==> src/rtl/apple_spawner.sv <==
// apple_spawner: chooses a free grid cell for the next apple. A free-running
// LFSR proposes random candidates. Each in-range candidate is checked against
// the snake via a one-cycle occupancy query. After MAX_TRIES rejected
// candidates, the search falls back to a row-major scan of every cell, which
// ends either on a free cell or with the board reported as full.
module apple_spawner #(
    parameter int          GRID_COLS = 20,
    parameter int          GRID_ROWS = 15,
    parameter int          CELL_SIZE = 32,
    parameter int          MAX_TRIES = 16,
    parameter logic [15:0] LFSR_SEED = 16'hACE1
) (
    input  logic        clk,
    input  logic        resetN,
    input  logic        startGame,
    input  logic        apple_eaten,
    input  logic        occupied,
    output logic        query_valid,
    output logic [4:0]  query_col,
    output logic [3:0]  query_row,
    output logic [31:0] topLeft_x,
    output logic [31:0] topLeft_y,
    output logic        apple_valid,
    output logic        board_full,
    output logic [15:0] spawn_count
);

    localparam int               TRY_W    = $clog2(MAX_TRIES + 1);
    localparam logic [TRY_W-1:0] TRY_LAST = TRY_W'(MAX_TRIES - 1);
    localparam logic [4:0]       LAST_COL = 5'(GRID_COLS - 1);
    localparam logic [3:0]       LAST_ROW = 4'(GRID_ROWS - 1);
    localparam logic [31:0]      CELL_PX  = 32'(CELL_SIZE);

    typedef enum logic [2:0] {
        IDLE,
        PICK,
        QUERY,
        WAIT,
        SCAN_Q,
        SCAN_W,
        PLACED,
        FULL
    } state_t;

    state_t           state;
    state_t           state_nxt;
    logic [15:0]      lfsr;
    logic [TRY_W-1:0] tries;
    logic [TRY_W-1:0] tries_nxt;
    logic [4:0]       col_nxt;
    logic [3:0]       row_nxt;
    logic [4:0]       cand_col;
    logic [3:0]       cand_row;
    logic             cand_ok;
    logic             reject;
    logic             place;

    // The random candidate is taken straight from the current LFSR value.
    assign cand_col = lfsr[4:0];
    assign cand_row = lfsr[11:8];
    assign cand_ok  = (cand_col <= LAST_COL) && (cand_row <= LAST_ROW);

    // Status outputs are pure functions of the state.
    assign query_valid = (state == QUERY) || (state == SCAN_Q);
    assign apple_valid = (state == PLACED);
    assign board_full  = (state == FULL);

    // Fibonacci LFSR, taps 16,14,13,11; it runs every cycle outside reset.
    always_ff @(posedge clk or negedge resetN) begin
        if (!resetN) begin
            lfsr <= LFSR_SEED;
        end else begin
            lfsr <= {lfsr[14:0], lfsr[15] ^ lfsr[13] ^ lfsr[12] ^ lfsr[10]};
        end
    end

    // State register.
    always_ff @(posedge clk or negedge resetN) begin
        if (!resetN) begin
            state <= IDLE;
        end else begin
            state <= state_nxt;
        end
    end

    // Next-state logic. query_col/query_row double as the latched candidate
    // and the scan index. Each rejection spends one try; the rejection that
    // uses up the last try jumps directly to the scan at cell (0,0).
    always_comb begin
        state_nxt = state;
        tries_nxt = tries;
        col_nxt   = query_col;
        row_nxt   = query_row;
        reject    = 1'b0;
        place     = 1'b0;
        if (startGame) begin
            state_nxt = PICK;
            tries_nxt = '0;
        end else begin
            case (state)
                IDLE: begin
                end
                PICK: begin
                    if (cand_ok) begin
                        col_nxt   = cand_col;
                        row_nxt   = cand_row;
                        state_nxt = QUERY;
                    end else begin
                        reject = 1'b1;
                    end
                end
                QUERY: begin
                    state_nxt = WAIT;
                end
                WAIT: begin
                    if (!occupied) begin
                        state_nxt = PLACED;
                        place     = 1'b1;
                    end else begin
                        reject = 1'b1;
                    end
                end
                SCAN_Q: begin
                    state_nxt = SCAN_W;
                end
                SCAN_W: begin
                    if (!occupied) begin
                        state_nxt = PLACED;
                        place     = 1'b1;
                    end else if ((query_col == LAST_COL) && (query_row == LAST_ROW)) begin
                        state_nxt = FULL;
                    end else begin
                        state_nxt = SCAN_Q;
                        if (query_col == LAST_COL) begin
                            col_nxt = '0;
                            row_nxt = query_row + 4'd1;
                        end else begin
                            col_nxt = query_col + 5'd1;
                        end
                    end
                end
                PLACED: begin
                    if (apple_eaten) begin
                        state_nxt = PICK;
                        tries_nxt = '0;
                    end
                end
                FULL: begin
                end
                default: begin
                    state_nxt = IDLE;
                end
            endcase
            if (reject) begin
                if (tries == TRY_LAST) begin
                    state_nxt = SCAN_Q;
                    col_nxt   = '0;
                    row_nxt   = '0;
                end else begin
                    state_nxt = PICK;
                    tries_nxt = tries + TRY_W'(1);
                end
            end
        end
    end

    // Try counter and query/candidate registers.
    always_ff @(posedge clk or negedge resetN) begin
        if (!resetN) begin
            tries     <= '0;
            query_col <= '0;
            query_row <= '0;
        end else begin
            tries     <= tries_nxt;
            query_col <= col_nxt;
            query_row <= row_nxt;
        end
    end

    // Placement: pixel position and spawn counter update when PLACED is entered.
    always_ff @(posedge clk or negedge resetN) begin
        if (!resetN) begin
            topLeft_x   <= '0;
            topLeft_y   <= '0;
            spawn_count <= '0;
        end else if (startGame) begin
            spawn_count <= '0;
        end else if (place) begin
            topLeft_x   <= {27'd0, query_col} * CELL_PX;
            topLeft_y   <= {28'd0, query_row} * CELL_PX;
            spawn_count <= spawn_count + 16'd1;
        end
    end

endmodule

==> config.mk <==
export PLATFORM = sky130hd
export DESIGN_NAME = apple_spawner
export DESIGN_NICKNAME = d
export VERILOG_FILES = /design/src/rtl/apple_spawner.sv
export SDC_FILE = /design/constraint.sdc
export NUM_CORES = 1
export LEC_CHECK = 0
export ABC_CLOCK_PERIOD_IN_PS = 2560
export CAP_MARGIN = 0
export CORE_MARGIN = 2
export CORE_UTILIZATION = 40
export DETAILED_ROUTE_END_ITERATION = 8
export HOLD_SLACK_MARGIN = 0.15
export PLACE_DENSITY_LB_ADDON = 0.3
export SLEW_MARGIN = 20
export SYNTH_ARGS = -nofsm -noshare
export SYNTH_HDL_FRONTEND = slang
export SYNTH_SLANG_ARGS = --single-unit
==> constraint.sdc <==
create_clock -name clk -period 2.56 [get_ports clk]
set_input_delay 0.384 -clock clk [delete_from_list [all_inputs] [get_ports clk]]
set_output_delay 0.384 -clock clk [all_outputs]
set_load 0.01 [all_outputs]
# After elaboration in Yosys (flattened, before gate mapping)

Index checks and enable logic that the tools add are counted.

Word-level logic and storage cells: 76
Flip-flop bits (word level): 58
Output and inout bits: 92
Input port bits: 5

Eq/ne operators: 13
Bitwise logic cells: 4
Add/sub/neg operators: 4
Reduce and logical (&&, ||, !) cells: 8
$lt $le $gt $ge: 2
Multiplexer cells: 37

Operators by type and width:

| kind                  | number |
|---|---|
| $mux 5                | 11 |
| $mux 16               | 2 |
| $mux 4                | 6 |
| $mux 3                | 6 |
| $pmux 3 s6            | 1 |
| $add 16x1->16 const B | 1 |
| $eq 3x3->1 const B    | 4 |
| $add 5x1->5 const B   | 2 |
| $pmux 5 s2            | 1 |
| $ne 4x4->1 const B    | 2 |
| $pmux 4 s2            | 1 |
| $reduce_bool 8->1     | 1 |
| $eq 3x2->1 const B    | 2 |
| $mux 1                | 6 |
| $eq 5x4->1 const B    | 1 |
| $eq 5x5->1 const B    | 1 |
| $le 5x5->1 const B    | 1 |
| $add 4x1->4 const B   | 1 |
| $eq 4x4->1 const B    | 1 |
| $le 4x4->1 const B    | 1 |
| $mux 2                | 2 |
| $ne 4x3->1 const B    | 1 |
| $reduce_and 4->1      | 1 |
| $eq 3x1->1 const B    | 1 |
| other kinds (8)       | 11 |

# Logic depth before layout (Yosys ltp)

Gate-level depths: netlist (run 1).

Depth in word-level cells: 7
Gate-level depth with buffers: 7
Gate-level depth less buffers: 7

# Worst setup path after synthesis (run 1)

Ideal clock, no wire load.

Kind: register -> register
From: register query_col[0]
To: register state[0]
Data required time: 2434 ps
Path slack: 671 ps
Cell stages (with the launch flop): 8
Path buffers: 1
Clock period less this slack: 1889 ps
Arrival: 1762 ps
Setup time: 126 ps
Path through: dfrtp_1 > ha_1 > nor4bb_4 > and2_0 > buf_2 > a41oi_2 > o21ai_1 > a221o_1

Cells in the longest elaborated chain, start to end: 7

RTL lines:

| what                   | line | text |
|---|---|---|
| from (decl)            | 19   | `output logic [4:0] query_col,` |
| from (signal assigned) | 175  | `query_col <= col_nxt;` |
| $eq 5x5->1             | 130  | `end else if ((query_col == LAST_COL) && (query_row == LAST_ROW)) begin` |
| $logic_and 1x1->1      | 130  |  |
| $mux 2                 | 130  |  |
| $mux 2                 | 127  | `if (!occupied) begin` |
| $pmux 3 s6             | 100  | `case (state)` |
| $mux 3                 | 154  | `if (reject) begin` |
| $mux 3                 | 96   | `if (startGame) begin` |
| to (signal assigned)   | 82   | `state <= state_nxt;` |
| to (decl)              | 45   | `state_t state;` |

No other way between the ends.
A chain may end at the register's enable or synchronous reset.

# Worst setup path after layout (run 1)

From: register state[1]
To: output port query_valid

Cells in the longest elaborated chain, start to end: 2
Elaborated cells on any way between the ends: 3
Those cells by class: eq/ne (2); reduce/logical (1)

RTL lines:

| what                                            | line | text |
|---|---|---|
| $eq 3x2->1 / $eq 3x3->1 (equally long branches) | 64   | `assign query_valid = (state == QUERY) \|\| (state == SCAN_Q);` |
| $logic_or 1x1->1 *                              | 64   |  |
| to (decl)                                       | 18   | `output logic query_valid,` |

Mark *: on every way between the ends. The rest lies on a longest branch, timed or not.

==> results by group, run 1 <==
STA
  – Final Hold Fails: 0
  – Hold Slack: 0.351 ns
  – Final setup viols: 0
  – Slew @ Worst Pin: 0.549 ns
  – Slew HR: 0.629
  – Slew Limit Fails: 0
  – Minimum clock period after layout: roughly 2.2 ns
  – RSZ-0062 raised after global routing: false
  – Period utilization: 0.869
  – Setup TNS: 0 ns
  – Fmax achieved: 449 MHz
  – Final Skew: 0.00715 ns

Yosys
  – Mapped Area: approximately 3400 um^2
  – Mux cell area share after synthesis: 0.0464
  – Largest family of logic cells by synthesized area: simple AND/OR/NAND/NOR gates
  – Yosys reg bits: 58
  – Syn_area_per_cell: about 10 um^2
  – Synth area leaders: dfrtp_1 (37%), buf_4 (12%), dfstp_2 (6.2%)
  – Asr flop ratio synth: 1.00
  – Ys flop type: dfrtp_1
  – Most common cell in the netlist: buf_4
  – Synth Area in Compound Gates: 0.125
  – Post-synth EDFFs: 0
  – Largest area contributor in the synthesized netlist: dfrtp_1
  – Simple-gate share of the synthesized area: 0.177
  – Synthesis Warnings: 0
  – Area share of fa/ha/maj cells after synthesis: 0.0184
  – Area share of the largest cell type after synthesis: 0.369
  – Library cells used by synthesis: between 50 and 60
  – Post-synthesis sequential area ratio: 0.431
  – Mapped Cells: 340
  – Post-Synth XOR/XNOR Area: 0.0538
  – Synth top cells by count: buf_4 (55), dfrtp_1 (50), nor2_1 (28), nand2_1 (20), o21ai_0 (16)

Power
  – VDD IR-drop max: 0.321 mV
  – Leakage power: 1.77 nW
  – Total power draw: between 0.002 and 0.003 W
  – Pwr Density: between 600 and 700 nW/um^2

Hold path
  – Hold path depth: 0
  – Min-Delay Path Class: reg -> reg

Route
  – Drt pass-1 iters: 4
  – Remaining antenna violation count: 0
  – Total wire length: roughly 7 mm
  – WL/cell: around 14 um
  – # DRC: 0
  – Drt via density: 5.10
  – DRT iter0 DRCs: roughly 220
  – Vias post-DR: between 2000 and 3000

Floorplanning
  – Starting Density: 0.413
  – Die Y-Extent: a little under 100 um
  – Top-Level Pins: 97
  – Num rows: 33
  – Die width: 96.1 um
  – Die area: between 9000 and 10000 um^2
  – Core area: 8220 um^2

Setup path
  – Worst EP required: about 2.2 ns
  – Critical path endpoint category: primary output
  – Crit path kind: reg -> out
  – CP Launch Type: flip-flop
  – Worst r2r path cells: 7
  – FF-to-FF setup slack: roughly 0.40 ns
  – Reg-to-Reg Start: query_row[0]
  – Worst r2r dst: query_col[1]
  – Worst EP arrival: 1.84 ns
  – Peak fanout along the critical path: 6
  – Crit. Startpoint: state[1]
  – Critical path destination: query_valid

Clock tree
  – Clk slew on worst S/H paths: 0.06 ns
  – CTS root buffer: clkbuf_8
  – CTS tree: yes
  – Post-CTS Setup Bufs: 0
  – Num CTS Buffers: 9
  – Clock Tree Buf Depth: 2
  – Clock Latency Late Sink: roughly 0.33 ns
  – Clock sink count: 58
  – H-tree level count: 3

Global route
  – First-pass GRT wire length: between 10 and 15 mm
  – Largest net degree at the start of global routing: 44
  – All-Layer GR Usage: 0.161
  – Number of global-route vias before repair: around 2300
  – Initial antenna violation count: 0
  – Global route overflow: 0

Final layout
  – FF+latch area: roughly 1500 um^2
  – Fillers: 770
  – Area growth from synthesis to layout: 16.2%
  – Layout Utilization: 0.480
  – # nets final: 396
  – Ant diodes: 0
  – Layout cells sized above 1: 0.136
  – Post-route cell area: between 3000 and 4000 um^2
  – Area occupied by multi-input gates: 1640 um^2

Placed design
  – Placed cell areas: 3710 um^2
  – Detailed placement HPWL: 4.90 mm
  – Final Wtd Congestion: 0.864
  – Port Buffers: 41

Run status
  – Status: completed

Run
  – Max-Cap Viols: 0
[worst max-delay path: stages (launching register included)]
cell and delay, ns:
dfrtp_1 0.44, xnor2_2 0.45, nor2_1 0.12, clkdlybuf4s50_1 0.50
[cells in the final DEF (no fill, tap or decap), drive strengths merged, types with 3 or more instances in the layout]
master and instances:
conb 55, dfrtp 50, clkdlybuf4s50 40, nor2 30, nand2 20, o21ai 19, xor2 14, clkbuf 14
nand3 13, a21oi 12, mux2 11, nand2b 8, buf 8, dfstp 8, and3 7, nor3 7
inv 6, nand4 6, xnor2 6, ha 5, nor2b 4, a41oi 4, mux2i 3, and4 3
[worst min path at each step]
| stage | startpoint | end | slack (ns) |
|---|---|---|---|
| 2_1_floorplan | resetN | lfsr[12] | 0.09 |
| 3_3_place_gp | lfsr[14] | lfsr[15] | 0.34 |
| 3_5_place_dp | lfsr[6] | lfsr[7] | 0.35 |
| 4_1_cts | resetN | spawn_count[12] | 0.24 |
| 5_1_grt | lfsr[6] | lfsr[7] | 0.36 |
| 6_report | lfsr[6] | lfsr[7] | 0.35 |
[area by class of cell]
| type | instances | area share |
|---|---|---|
| multi-input cells | 262 | 0.415 |
| flip-flops and latches | 58 | 0.370 |
| repair buffers | 49 | 0.119 |
| clock buffers | 14 | 0.0412 |
| well taps | 105 | 0.0333 |
| clock inverters | 2 | 0.0152 |
| inverters | 6 | 0.00571 |
[logic make-up after synthesis]
family,Yosys count
DFF,58
AOI/OAI and AO/OA,60
xor gates and xnor gates,20
buffers and inverters,74
adders and majority gates,5
other,1
muxes,14
and+or+nand+nor,108
[flip-flops by register name (all words and copies together) (netlist names)]
signal and cells:
lfsr 16, state 3, tries 5, topLeft_x 5
query_row 4, spawn_count 16, topLeft_y 4, query_col 5
[layer usage]
metal,vias to the layer above,track usage,wire (um)
li1,1186,-,-
met1,1226,0.221,3210
met2,110,0.245,3250
met3,6,0.0486,450
met4,0,0.0488,53
met5,-,0,0
[through the flow]
| step | setup slack [ns] | instances |
|---|---|---|
| floorplan | 0.671 | 394 |
| global route | 0.222 | 496 |
| global placement | 0.262 | 479 |
| CTS | 0.315 | 495 |
| detailed placement | 0.206 | 479 |
| finish | 0.335 | 496 |
[repair_timing]
| action | 4_1_cts | 5_1_grt |
|---|---|---|
| resized for setup | 0 | 0 |
| endpoints found under the hold margin | 0 | 33 |
| hold buffers | 0 | 1 |
[where the power goes]
| part | internal [W] | total [W] | switching, W |
|---|---|---|---|
| logic | 0.000248 | 0.000573 | 0.000326 |
| registers | 0.000979 | 0.00106 | 0.0000831 |
| clock network | 0.000603 | 0.000951 | 0.000348 |
(Power assumes the default switching activity.)
==> inputs of run 2 (changes only) <==
CELL_PAD_IN_SITES_DETAIL_PLACEMENT = 1   (was not set)
CELL_PAD_IN_SITES_GLOBAL_PLACEMENT = 1   (was not set)
CORE_UTILIZATION = 36   (was 40)
==> run 2 against run 1 <==
First-iteration DRC count is 52% lower. Largest cell class unchanged. Sequential share of layout area is 0.26 points lower. Non-clock buffer count is 2 higher. Global-route usage is 1.3 points higher. Critical endpoint is now apple_valid. Highest routed layer unchanged.
==> results by group, run 2 (synthesis results as in run 1) <==
Clock tree
  – CTS tree: yes
  – Post-CTS Setup Bufs: 0 (unchanged)
  – Clock Latency Late Sink: 0.35 ns (+0.02 ns)
  – Clock Tree Buf Depth: 2 (unchanged)
  – Clock sink count: 58 (unchanged)
  – CTS root buffer: clkbuf_8
  – Num CTS Buffers: 9 (unchanged)
  – H-tree level count: 3 (unchanged)
  – Clk slew on worst S/H paths: 0.07 ns (about the same)

Placed design
  – Setup WS pre-CTS: 0.272 ns (+0.0660 ns)
  – Detailed placement HPWL: 5.95 mm (+22%)
  – Port Buffers: 41 (unchanged)
  – Final Wtd Congestion: 0.855 (-1.0%)

STA
  – RSZ-0062 raised after global routing: false
  – Fmax achieved: 441 MHz (-1.8%)
  – Slew @ Worst Pin: 0.601 ns (+0.0520 ns)
  – Final setup viols: 0 (unchanged)
  – Period utilization: 0.885 (+0.0158)
  – Minimum clock period after layout: 2.27 ns (+0.0405 ns)
  – Slew HR: 0.599 (-0.0299)
  – Slew Limit Fails: 0 (unchanged)
  – Final Skew: 0.00832 ns (+0.00118 ns)
  – Final Hold Fails: 0 (unchanged)
  – Setup TNS: 0 ns (unchanged)
  – Setup ws final: 0.295 ns (-0.0405 ns)

Run status
  – Status: completed

Final layout
  – # nets final: 398 (+0.51%)
  – Ant diodes: 0 (unchanged)
  – Commonest non-fill, non-tap cell in the layout: conb_1
  – Layout cells sized above 1: 0.148 (+0.0120)
  – Top flop regs: lfsr (16), spawn_count (16)
  – Most frequent cells in the layout: conb_1 (55), dfrtp_1 (49), clkdlybuf4s50_1 (40)
  – Area growth from synthesis to layout: 17.1%
  – Fillers: 1053 (+37%)

Route
  – Total wire length: 8.31 mm (+19%)
  – # DRC: 0 (unchanged)
  – Vias post-DR: 2555 (+1.1%)
  – WL/cell: 16.5 um (+18%)
  – DRT iter0 DRCs: 106 (-52%)
  – Remaining antenna violation count: 0 (unchanged)
  – Drt via density: 5.07 (-0.54%)
  – Drt pass-1 iters: 4 (unchanged)

Floorplanning
  – Die Y-Extent: 101 um (+5.2%)
  – Num rows: 35 (+6.1%)
  – Die width: 101 um (+5.2%)
  – Starting Density: 0.369 (-0.0440)
  – Die area: 10200 um^2 (+11%)
  – Core area: 9200 um^2 (+12%)
  – Top-Level Pins: 97 (unchanged)

Power
  – Pwr Density: 674 nW/um^2 (+2.9%)
  – Leakage power: 1.79 nW (+0.92%)
  – VDD IR-drop max: 0.253 mV (-21%)

Setup path
  – Worst EP arrival: 1.88 ns (+0.04 ns)
  – WP buf/inv: 1 (unchanged)
  – Crit path kind: reg -> out
  – Crit path cell chain: nand2_1 -> nor2_1 -> clkdlybuf4s50_1
  – CP max-delay cell: dfrtp_1
  – Peak fanout along the critical path: 11 (+5)
  – Critical path endpoint category: primary output
  – Worst stage delay on the critical path: 0.59 ns (+0.09 ns)
  – Cell family with the largest share of critical-path delay: flip-flops
  – CP Launch Type: flip-flop
  – Worst EP required: 2.18 ns (about the same)

Global route
  – Initial antenna violation count: 0 (unchanged)
  – Global route overflow: 0 (unchanged)
  – All-Layer GR Usage: 0.174 (+0.0127)
  – First-pass GRT wire length: 13.7 mm (+21%)
  – Number of global-route vias before repair: 2617 (+16%)
  – Largest net degree at the start of global routing: 28 (-36%)

Hold path
  – Min-Delay Path Class: reg -> reg

Run
  – Max-Cap Viols: 0 (unchanged)
==> run 2: cell types whose count changed in the layout (fill, tap and decap cells not counted) <==
cell,change
buf_2,+1
buf_4,+1
bufinv_16,+1
clkbuf_1,-2
clkbuf_8,-2
clkinv_2,+3
dfrtp_1,-1
dfrtp_2,+1
==> run 2: layout make-up <==
| cell class | instances | area (um^2) | share of cell area |
|---|---|---|---|
| inverter | 6 | 22.5 | 0.00566 |
| clock buffer | 10 | 128 | 0.0321 |
| sequential | 58 | 1460 | 0.368 |
| clock inverter | 6 | 105 | 0.0264 |
| timing repair buffer | 51 | 483 | 0.121 |
| multi-input combinational | 262 | 1640 | 0.412 |
| tap | 111 | 139 | 0.0349 |
==> run 2: routing by layer <==
metal | GRT usage | up-vias | part of all wire
met1 | 0.225 | 1286 | 0.45
met4 | 0.0769 | 0 | 0.020
li1 | - | 1177 | -
met3 | 0.0381 | 14 | 0.041
met2 | 0.279 | 78 | 0.49
met5 | 0 | - | 0
==> run 2: timing repair <==
item | CTS | global route
hold buffers | 1 | 0
gates resized for setup | 0 | 1
endpoints found under the hold margin | 19 | 0
endpoints found under the setup margin | 0 | 1
==> run 2: path summary, 6_finish.rpt <==
kind,start,endpoint,cells past startpoint,slack (ns)
hold reg to reg,lfsr[14],lfsr[15],0,0.36
hold / removal,lfsr[14],lfsr[15],0,0.36
setup / recovery,state[2],apple_valid,3,0.29
setup reg to reg,query_row[0],query_col[1],8,0.33
max in group asynchronous,resetN,lfsr[0],3,1.24
min in group asynchronous,resetN,spawn_count[1],2,0.60
==> run 2: stage by stage <==
step           utilization  cell area (um^2)  std cells  hold WS [ns]  total power [W]
2_1_floorplan            -              3600        394        0.0884          0.00149
3_5_place_dp         0.406              3730        487         0.338          0.00168
4_1_cts              0.432              3980        504         0.363          0.00272
6_report             0.432              3980        504         0.363          0.00268
5_1_grt              0.432              3980        504         0.367          0.00283
3_3_place_gp         0.406              3730        487         0.339          0.00167
==> run 2: power by group <==
| group | leakage (nW) | switching, W | internal (W) | total, W |
|---|---|---|---|---|
| logic | 0.900 | 0.000313 | 0.000254 | 0.000567 |
| clock network | 0.120 | 0.000379 | 0.000642 | 0.00102 |
| registers | 0.770 | 0.000116 | 0.000978 | 0.00109 |
